**src/rtl/stack_context_ctrl.sv**
```systemverilog
// stack_context_ctrl: sequences interrupt context save/restore of r1..rNREGS
//   between the register file and the CPU hardware stack, and forwards single
//   CPU push/pop requests to the stack while idle.
// Latency: CPU push/pop forwarding and error pulses are combinational (zero
//   cycles); a save or restore runs for NREGS+1 busy cycles after the start.
// Backpressure: none on the stack side; the core must stall while busy is high,
//   because requests and starts arriving then are dropped silently.
//
// Ports:
//   clk, reset                   clock, asynchronous active-low reset
//   save_start, restore_start    sequence start pulses (save wins if both)
//   busy, done                   sequence running / last-cycle pulse
//   ovf_err, unf_err             refused push/save, refused pop/restore
//   cpu_push, cpu_pop, cpu_d     single-word CPU stack requests
//   rf_raddr, rf_rdata           register file read port (1-cycle read)
//   rf_we, rf_waddr, rf_wdata    register file write port
//   stk_push, stk_pop, stk_d     stack controls (this block is sole driver)
//   stk_q                        stack read data, valid the cycle after a pop
//
// Build option: define STACK_CTX_CHECK_EN to keep a mirror depth counter that
//   refuses overflowing pushes/saves and underflowing pops/restores. Without it
//   every request is accepted and ovf_err/unf_err stay 0.

module stack_context_ctrl #(
  parameter int NREGS = 15,
  parameter int DEPTH = 1024
) (
  input  logic        clk,
  input  logic        reset,
  input  logic        save_start,
  input  logic        restore_start,
  output logic        busy,
  output logic        done,
  output logic        ovf_err,
  output logic        unf_err,
  input  logic        cpu_push,
  input  logic        cpu_pop,
  input  logic [31:0] cpu_d,
  output logic [3:0]  rf_raddr,
  input  logic [31:0] rf_rdata,
  output logic        rf_we,
  output logic [3:0]  rf_waddr,
  output logic [31:0] rf_wdata,
  output logic        stk_push,
  output logic        stk_pop,
  output logic [31:0] stk_d,
  input  logic [31:0] stk_q
);

  if (NREGS < 1 || NREGS > 15 || DEPTH < NREGS || DEPTH > 2047) begin : g_bad_params
    $error("stack_context_ctrl: NREGS must be 1..15 and DEPTH NREGS..2047");
  end

  typedef enum logic [2:0] {
    IDLE,
    SAVE,
    SAVE_TAIL,
    RESTORE,
    RESTORE_TAIL
  } state_t;

  localparam logic [3:0] LAST = 4'(NREGS);

  state_t     state;
  logic [3:0] cnt;

  // Acceptance qualifiers; all forced true when the depth checks are compiled out.
  logic pop_ok;
  logic push_ok;
  logic save_ok;
  logic restore_ok;

  logic start_save;
  logic start_restore;

`ifdef STACK_CTX_CHECK_EN
  localparam logic [10:0] CAP        = 11'(DEPTH);
  localparam logic [10:0] SAVE_LIMIT = 11'(DEPTH - NREGS);
  localparam logic [10:0] NREGS_D    = 11'(NREGS);

  logic [10:0] depth;
  logic [10:0] depth_idle;

  assign pop_ok  = (depth != 11'd0);
  assign push_ok = (depth != CAP);

  // Depth after this cycle's CPU op; sequence starts are judged against this
  // value so a pop in the same cycle as save_start can make room for the save.
  always_comb begin
    depth_idle = depth;
    if (cpu_pop) begin
      if (pop_ok) depth_idle = depth - 11'd1;
    end else if (cpu_push) begin
      if (push_ok) depth_idle = depth + 11'd1;
    end
  end

  assign save_ok    = (depth_idle <= SAVE_LIMIT);
  assign restore_ok = (depth_idle >= NREGS_D);

  // Sequences book their whole NREGS words on the final cycle.
  always_ff @(posedge clk or negedge reset) begin
    if (!reset) begin
      depth <= '0;
    end else begin
      case (state)
        IDLE:         depth <= depth_idle;
        SAVE_TAIL:    depth <= depth + NREGS_D;
        RESTORE_TAIL: depth <= depth - NREGS_D;
        default:      depth <= depth;
      endcase
    end
  end
`else
  assign pop_ok     = 1'b1;
  assign push_ok    = 1'b1;
  assign save_ok    = 1'b1;
  assign restore_ok = 1'b1;
`endif

  always_comb begin
    busy          = (state != IDLE);
    done          = 1'b0;
    ovf_err       = 1'b0;
    unf_err       = 1'b0;
    stk_push      = 1'b0;
    stk_pop       = 1'b0;
    stk_d         = '0;
    rf_raddr      = '0;
    rf_we         = 1'b0;
    rf_waddr      = '0;
    rf_wdata      = '0;
    start_save    = 1'b0;
    start_restore = 1'b0;

    case (state)
      IDLE: begin
        // A simultaneous push and pop only considers the pop.
        if (cpu_pop) begin
          if (pop_ok) stk_pop = 1'b1;
          else        unf_err = 1'b1;
        end else if (cpu_push) begin
          if (push_ok) begin
            stk_push = 1'b1;
            stk_d    = cpu_d;
          end else begin
            ovf_err = 1'b1;
          end
        end

        if (save_start) begin
          if (save_ok) start_save = 1'b1;
          else         ovf_err    = 1'b1;
        end else if (restore_start) begin
          if (restore_ok) start_restore = 1'b1;
          else            unf_err       = 1'b1;
        end
      end

      // Read r(cnt) now, push r(cnt-1) whose read data has just arrived.
      SAVE: begin
        rf_raddr = cnt;
        if (cnt > 4'd1) begin
          stk_push = 1'b1;
          stk_d    = rf_rdata;
        end
      end

      SAVE_TAIL: begin
        stk_push = 1'b1;
        stk_d    = rf_rdata;
        done     = 1'b1;
      end

      // Pop for r(cnt), write r(cnt+1) from the previous cycle's pop.
      RESTORE: begin
        stk_pop = 1'b1;
        if (cnt < LAST) begin
          rf_we    = 1'b1;
          rf_waddr = cnt + 4'd1;
          rf_wdata = stk_q;
        end
      end

      RESTORE_TAIL: begin
        rf_we    = 1'b1;
        rf_waddr = 4'd1;
        rf_wdata = stk_q;
        done     = 1'b1;
      end

      default: begin
        busy = 1'b0;
      end
    endcase
  end

  always_ff @(posedge clk or negedge reset) begin
    if (!reset) begin
      state <= IDLE;
      cnt   <= '0;
    end else begin
      case (state)
        IDLE: begin
          if (start_save) begin
            state <= SAVE;
            cnt   <= 4'd1;
          end else if (start_restore) begin
            state <= RESTORE;
            cnt   <= LAST;
          end
        end
        SAVE: begin
          if (cnt == LAST) begin
            state <= SAVE_TAIL;
            cnt   <= '0;
          end else begin
            cnt <= cnt + 4'd1;
          end
        end
        SAVE_TAIL: begin
          state <= IDLE;
        end
        RESTORE: begin
          if (cnt == 4'd1) begin
            state <= RESTORE_TAIL;
            cnt   <= '0;
          end else begin
            cnt <= cnt - 4'd1;
          end
        end
        RESTORE_TAIL: begin
          state <= IDLE;
        end
        default: begin
          state <= IDLE;
          cnt   <= '0;
        end
      endcase
    end
  end

endmodule

```
**config.mk**
```make
export PLATFORM = sky130hd
export DESIGN_NAME = stack_context_ctrl
export DESIGN_NICKNAME = d
export VERILOG_FILES = /design/src/rtl/stack_context_ctrl.sv
export SDC_FILE = /design/constraint.sdc
export NUM_CORES = 1
export LEC_CHECK = 0
export BUFFER_PORTS_ARGS = -buffer_cell sky130_fd_sc_hd__buf_2
export CORE_AREA = 2 2 70 72
export CTS_CLUSTER_DIAMETER = 80
export CTS_CLUSTER_SIZE = 16
export DETAILED_ROUTE_END_ITERATION = 10
export DIE_AREA = 0 0 72 74
export PLACE_DENSITY = 0.8
export SKIP_CTS_REPAIR_TIMING = 1
export SLEW_MARGIN = 10
export SYNTH_ARGS = -nofsm -noshare
export SYNTH_HDL_FRONTEND = slang
export SYNTH_SLANG_ARGS = --single-unit
```
**constraint.sdc**
```tcl
create_clock -name clk -period 2.7 [get_ports clk]
set_input_delay 0.54 -clock clk [delete_from_list [all_inputs] [get_ports clk]]
set_output_delay 0.54 -clock clk [all_outputs]
set_load 0.005 [all_outputs]
```
Word-level counts from Yosys, hierarchy flattened
Index checks and enable logic that the tools add are counted.
W data, S select, Z words.
{"block": "word_totals", "inputBits": 102, "regBits": 7, "out_inout_bits": 79, "word_cells": 56}
{"block": "op_classes", "muxes": 34, "n_bitwise": 1, "add_sub_neg": 2, "eq_ne": 9, "n_lt_le_gt_ge": 2, "reduce_logical": 6}
{"op": "$mux W32", "count": 4}
{"op": "$pmux W32 S3", "count": 1}
{"op": "$pmux W32 S2", "count": 1}
{"op": "$mux W4", "count": 6}
{"op": "$pmux W4 S4", "count": 1}
{"op": "$mux W1", "count": 12}
{"op": "$mux W3", "count": 4}
{"op": "$pmux W3 S3", "count": 1}
{"op": "$pmux W4 S2", "count": 1}
{"op": "$eq A3 B2 Y1 const B", "count": 2}
{"op": "$reduce_or A5 Y1", "count": 1}
{"op": "$add A4 B1 Y4 const B", "count": 1}
{"op": "$eq A4 B1 Y1 const B", "count": 1}
{"op": "$eq A4 B4 Y1 const B", "count": 1}
{"op": "$gt A4 B1 Y1 const B", "count": 1}
{"op": "$lt A4 B4 Y1 const B", "count": 1}
{"op": "$ne A2 B2 Y1 const B", "count": 2}
{"op": "$pmux W1 S2", "count": 2}
{"op": "$sub A4 B1 Y4 const B", "count": 1}
{"op": "$eq A3 B1 Y1 const B", "count": 1}
{"op": "$eq A3 B3 Y1 const B", "count": 1}
{"op": "$logic_not A3 Y1", "count": 1}
{"op": "$ne A3 B3 Y1 const B", "count": 1}
{"op": "$pmux W1 S3", "count": 1}
{"op": "other kinds (5)", "count": 5}

Longest topological paths before layout
Gate-level depths: netlist of the first run.
{"block": "depth", "ltp_word": 6, "mapped_depth": 7, "ltp_nobuf": 6}

Worst setup path before layout of the first run
No wires, ideal clock.
{"block": "synth_timing", "path_kind": "register to output", "from": "register cnt[0]", "to": "output stk_d[0]", "stages_incl_launch_ff": 8, "arrival_ps": 1563, "path_slack_ps": 597, "path_buffers": 1, "cell_sequence": "dfrtp_1 -> inv_1 -> ha_1 -> nor2_1 -> o311ai_1 -> a21oi_1 -> buf_2 -> a22o_1"}
{"block": "synth_via", "elab_chain_cells": 3}
{"element": "start, declared", "line": "65", "rtl": "logic [3:0] cnt;"}
{"element": "start signal, assigned", "line": "218", "rtl": "cnt <= cnt + 4'd1;"}
{"element": "start signal, assigned", "line": "229", "rtl": "cnt <= cnt - 4'd1;"}
{"element": "$gt A4 B1 Y1", "line": "163", "rtl": "if (cnt > 4'd1) begin"}
{"element": "$mux W32", "line": "163"}
{"element": "$pmux W32 S3", "line": "136", "rtl": "case (state)"}
{"element": "end, declared", "line": "46", "rtl": "output logic [31:0] stk_d,"}
No other way between the ends.

Worst setup path after layout of the first run
{"block": "layout_timing", "from": "register cnt[1]", "to": "output stk_push"}
{"block": "layout_via", "elab_chain_cells": 3}
{"element": "$gt A4 B1 Y1", "line": "163"}
{"element": "$mux W1", "line": "163"}
{"element": "$pmux W1 S3", "line": "136"}
{"element": "end, declared", "line": "44", "rtl": "output logic stk_push,"}
No other way between the ends.

==> results_dict.tcl, run 1 <==
set metrics [dict create \
    worst-path-max-fanout 33 \
    critPathMaxStageDelay_ns 0.42 \
    syn_area_per_cell_um2 7.59 \
    routedWlPerCell_um 13.7 \
    rsz0062_at_grt "no" \
    dieArea_um2 5330 \
    synth.distinct_cells 41 \
    overflow 0 \
    vdd_drop_max_mv 0.623 \
    h-tree-depth 1 \
    numCtsBuffers 3 \
    skew_ns 0.00199 \
    dieHeight_um 74 \
    r2r_setup_slack_ns 0.76 \
    initial_utilization 0.271 \
    cap_violations 0 \
    track_usage 0.170 \
    synth-seq-cells 7 \
    p_leak_nw 1.31 \
    die-width_um 72 \
    area.growth.synth_to_final_pct 77.2 \
    hpwl_um 4370 \
    crit_path_end_kind "output port" \
    drtIter0Drc 32 \
    synthTopCellsByCount "nor2b_1, a22o_1, nor2_1" \
    grt_pass1_vias 1573 \
    tritoncts "yes" \
    synth_edf_count 0 \
    fin_setup_tns_ns 0 \
    synth_ff_type "dfrtp_1" \
    routed_wl_um 5370 \
    slew_violations 0 \
    power.density_nw_per_um2 1060 \
    antenna_left 0 \
    setup_viol 0 \
    clock-root-buffer "clkbuf_8" \
    nNetsFinal 443 \
    worstSetupStartpointType "register" \
    rr_endpoint "state[1]" \
    ff2ff_path_depth 5 \
    synthArstFlopShare 1.00 \
    multi_input_area_um2 955 \
    cts.clk_slew.worst_paths_ns 0.04 \
    grt_max_degree 35 \
    yosysMostFrequentCell "nor2b_1" \
    min_path_type "in2async" \
    gp_congestion 0.896 \
    worstSetupPathType "reg2out" \
    grt_pass1_wl_um 7270 \
    cts_sinks 7 \
    yosysTopAreaCell "a22o_1" \
    synth_area_leaders "a22o_1, nor2b_1, dfrtp_1" \
    cp_cell_sequence "inv_1 -> ha_1 -> nor2_1 -> o311ai_2 -> a21oi_2 -> buf_4 -> or2_2 -> buf_2" \
    seq_area_um2 176 \
    ys.warnings.count 0 \
    r2r-start "state[0]" \
    status "finished, final reports clean" \
    clk_latency_ns 0.23 \
    via_count 1941 \
    core-area_um2 4600 \
    drc_errors 0 \
    crit_arrival_ns 2.06 \
    finalCritPeriodShare 0.963 \
    fin_crit_ns 2.60 \
    num_rows 25 \
    yosysTopAreaCellShare 0.225 \
    syn_inst 164 \
    cts_buffer_depth 2 \
    fmax_mhz 385 \
    cpMaxStageDelayCell "dfrtp_1" \
    crit_required_ns 2.16 \
    hold_viol 0 \
    yosysSeqAreaShare 0.141 \
    drive_gt1_frac 0.579 \
    diodes 0 \
    syn_area_um2 1240 \
    avgViaCountPerCell 4.96 \
    antenna_found_initial 0 \
    n_fill_cell 453 \
    relSlewSlack 0.657 \
    dr.pass1.iters 4 \
    port_buffers 178 \
    io_pins 181 \
    holdWs_ns 0.143 \
    tightest_slew_ns 0.515 \
]
registers in the layout, summed over array words and instances, names as in the netlist:
signal and cells:
cnt 4, state 3
kinds of logic after synthesis:
| family | Yosys count | share of synthesized area |
|---|---|---|
| simple gates | 68 | 0.312 |
| compound gates | 58 | 0.375 |
| buf+inv | 22 | 0.105 |
| flops | 7 | 0.141 |
| xor+xnor | 5 | 0.0352 |
| fa+ha+maj | 3 | 0.0302 |
| other cells | 1 | 0.00301 |
per-layer routing:
layer	up-vias	global-route usage	share of wire
met5	-	0	0
met4	0	0.0440	0.0095
met3	4	0.0285	0.11
met2	130	0.300	0.50
met1	872	0.215	0.38
li1	935	-	-
power breakdown:
group / switching (W) / internal [W]
Combinational: 0.000966 / 0.000944
Sequential: 0.000117 / 0.000159
Clock: 0.0000515 / 0.000103
Total: 0.00113 / 0.00121
worst max-delay path: cells and delay by family (launching register included):
kind                       cells  cell delay [ns]
and+or+nand+nor                2             0.38
adders and majority gates      1             0.21
buffers and inverters          3             0.51
DFF                            1             0.42
AOI/OAI and AO/OA              2             0.32
worst max path at each step:
stage               startpoint  endpoint  slack [ns]  depth (start not counted)
finish                  cnt[1]  stk_push        0.10                          8
global route            cnt[1]  stk_push        0.01                          8
CTS                     cnt[0]  stk_push        0.05                          8
detailed placement      cnt[0]  stk_push        0.30                          8
global placement        cnt[0]  stk_push        0.35                          8
floorplan               cnt[0]  stk_d[0]        0.60                          7
cell usage in the layout, fill, tap and decap left out, drive strengths merged, types with 3 or more instances in the layout:
cell type  netlist  routed
a21oi            7       7
a22o            32      32
buf             12     185
clkbuf           5       4
dfrtp            7       7
ha               3       3
inv              5       5
nand2            7       7
nand2b           3       3
nor2            14      14
nor2b           34      34
xnor2            4       4
area by class of cell:
class / instances / share of cell area
flip-flops and latches: 7 / 0.0800
inverters: 5 / 0.00851
well taps: 54 / 0.0306
clock buffers: 4 / 0.0204
repair buffers: 185 / 0.428
multi-input cells: 136 / 0.433
stage by stage:
stage	instances	utilization	cell area, um2	setup WS, ns	total power [W]
3_5_place_dp	387	0.468	2150	0.298	0.00216
5_1_grt	391	0.480	2210	0.0138	0.00254
6_report	391	0.480	2210	0.100	0.00234
2_1_floorplan	165	-	1250	0.597	0.00142
4_1_cts	391	0.478	2200	0.0518	0.00233
3_3_place_gp	387	0.468	2150	0.347	0.00214
Note: power is estimated with default switching activity, not from simulation.
==> run 2, diff against run 1 <==
--- a/config.mk
+++ b/config.mk
@@ -5,15 +5,16 @@
 export SDC_FILE = /design/constraint.sdc
 export NUM_CORES = 1
 export LEC_CHECK = 0
+export ABC_AREA = 1
 export BUFFER_PORTS_ARGS = -buffer_cell sky130_fd_sc_hd__buf_2
 export CORE_AREA = 2 2 70 72
 export CTS_CLUSTER_DIAMETER = 80
 export CTS_CLUSTER_SIZE = 16
 export DETAILED_ROUTE_END_ITERATION = 10
 export DIE_AREA = 0 0 72 74
-export PLACE_DENSITY = 0.8
+export PLACE_DENSITY = 0.83
 export SKIP_CTS_REPAIR_TIMING = 1
-export SLEW_MARGIN = 10
+export SLEW_MARGIN = 20
 export SYNTH_ARGS = -nofsm -noshare
 export SYNTH_HDL_FRONTEND = slang
 export SYNTH_SLANG_ARGS = --single-unit
==> constraint.sdc (replaced) <==
create_clock -name clk -period 2.7 [get_ports clk]
set_input_delay 0.54 -clock clk [delete_from_list [all_inputs] [get_ports clk]]
set_output_delay 0.54 -clock clk [all_outputs]
set_load 0.02 [all_outputs]
==> run 2 against run 1 <==
Effect of this change: global-route usage is 0.31 points lower; power increased by 17%; combinational power up 24%; area after synthesis rose by 13%; synthesized cell count rose by 69%; non-clock buffer count down 5; worst setup slack better by 0.067 ns; critical path type unchanged; largest power group unchanged; highest routed layer unchanged.
==> results_dict.tcl, run 2 <==
set metrics [dict create \
    status "finished, final reports clean" \
    hold_viol 0 \
    yosysTopAreaCell "inv_1" \
    dieHeight_um 74 \
    power.density_nw_per_um2 1160 \
    setup_slack_ns 0.168 \
    clk_latency_ns 0.23 \
    crit_arrival_ns 1.99 \
    drive_gt1_frac 0.421 \
    clock-root-buffer "clkbuf_8" \
    port_buffers 178 \
    gp_congestion 0.927 \
    max_flop_register "cnt" \
    synth_edf_count 0 \
    layout_common_cells "buf_2, inv_1, nor2_1" \
    rsz0062_at_grt "no" \
    grt_pass1_wl_um 7270 \
    antenna_left 0 \
    placed_area_um2 2290 \
    fin_crit_ns 2.53 \
    ff2ff_path_depth 5 \
    antenna_found_initial 0 \
    yosysSeqAreaShare 0.125 \
    rr_endpoint "cnt[1]" \
    drtIter0Drc 63 \
    overflow 0 \
    initial_utilization 0.305 \
    worst-path-max-fanout 17 \
    die-width_um 72 \
    vdd_drop_max_mv 0.673 \
    dieArea_um2 5330 \
    synth_ff_type "dfrtp_1" \
    io_pins 181 \
    synth_area_leaders "inv_1, o22ai_1, nor2_1" \
    r2r_setup_slack_ns 0.90 \
    yosysMostFrequentCell "inv_1" \
    cts_sinks 7 \
    hpwl_um 4300 \
    syn_area_um2 1400 \
    min_path_type "in2async" \
    fmax_mhz 395 \
    crit_required_ns 2.16 \
    drc_errors 0 \
    worstSetupPathType "reg2out" \
    place_worst_setup_slack_ns 0.120 \
    routed_wl_um 5300 \
    crit_path_end_kind "output port" \
    ys.warnings.count 0 \
    slew_violations 0 \
    grt_pass1_vias 1658 \
    syn_inst 277 \
    p_leak_nw 1.83 \
    routedWlPerCell_um 10.5 \
    numCtsBuffers 3 \
    setup_viol 0 \
    core-area_um2 4600 \
    grt_max_degree 34 \
    synthTopCellsByCount "inv_1, nor2_1, nand2_1" \
    track_usage 0.166 \
    relSlewSlack 0.470 \
    nNetsFinal 557 \
    top_regs "cnt: 4 flops, state: 3 flops" \
    dr.pass1.iters 4 \
    via_count 2124 \
    diodes 0 \
    area.growth.synth_to_final_pct 67.9 \
    layout_commonest_cell "buf_2" \
    synthArstFlopShare 1.00 \
    syn_area_per_cell_um2 5.07 \
    r2r-start "state[2]" \
    cap_violations 0 \
    synth-seq-cells 7 \
    yosysTopAreaCellShare 0.307 \
    tightest_slew_ns 0.788 \
    largest_register_ffs 4 \
    h-tree-depth 1 \
    avgViaCountPerCell 4.21 \
    num_rows 25 \
    worstSetupStartpointType "register" \
    cts_buffer_depth 2 \
    tritoncts "yes" \
    synth.distinct_cells 23 \
    final_cell_area_um2 2360 \
    cts.clk_slew.worst_paths_ns 0.04 \
    skew_ns 0.00160 \
    finalCritPeriodShare 0.938 \
]
## run 2: cell count changes in the layout (fill, tap and decap cells not counted), moves of 5 or more
cell | before | now
nor2_1 | 14 | 48
o22ai_1 | 1 | 32
nand2_1 | 7 | 33
nor2b_1 | 34 | 0
buf_4 | 7 | 2
inv_1 | 5 | 115
nand3_1 | 1 | 7
a22o_1 | 32 | 0
## run 2: power breakdown
part	total, W	internal (W)	switching, W
logic	0.00236	0.000745	0.00162
clock network	0.000146	0.000102	0.0000444
registers	0.000218	0.000158	0.0000597
## run 2: worst max-delay path by stage
stage | from | endpoint | slack [ns]
after floorplan | cnt[0] | stk_d[0] | 0.49
after global routing | cnt[0] | stk_d[30] | 0.02
after detailed placement | cnt[0] | stk_d[30] | 0.12
final | cnt[0] | stk_d[30] | 0.17
after CTS | cnt[0] | stk_d[30] | -0.13
after global placement | cnt[0] | stk_d[30] | 0.18
## run 2: cell type report
| class | instances | area, um2 |
|---|---|---|
| Clock buffer | 4 | 45.0 |
| Fill cell | 471 | 2240 |
| Inverter | 117 | 442 |
| Multi-Input combinational cell | 143 | 722 |
| Sequential cell | 7 | 175 |
| Tap cell | 54 | 67.6 |
| Timing Repair Buffer | 180 | 906 |
## run 2: logic make-up after synthesis
logic type                 after synthesis  share of synthesized area
buffers and inverters                  129                      0.378
and+or+nand+nor                         92                      0.259
AOI/OAI and AO/OA                       43                      0.196
DFF                                      7                      0.125
adders and majority gates                3                     0.0267
xor gates and xnor gates                 2                     0.0125
other                                    1                    0.00267
## run 2: routing by layer
layer | global-route usage | share of wire
met5 | 0 | 0
met1 | 0.198 | 0.42
met4 | 0.0545 | 0.014
met2 | 0.312 | 0.51
met3 | 0.0203 | 0.055
## run 2: worst max-delay path: stages (launching register included)
cell     delay (ns)
dfrtp_1        0.45
inv_1          0.17
ha_1           0.22
o21ai_2        0.12
a21oi_4        0.44
o22ai_1        0.16
buf_2          0.20
## run 2: metrics by stage
stage	util	power, W	setup TNS (ns)	instances	hold WS, ns
after floorplan	-	0.00188	0	278	0.244
after global placement	0.498	0.00249	0	500	0.376
after detailed placement	0.498	0.00250	0	500	0.379
after CTS	0.508	0.00266	-2.12	504	0.136
after global routing	0.513	0.00295	0	505	0.138
final	0.513	0.00273	0	505	0.135
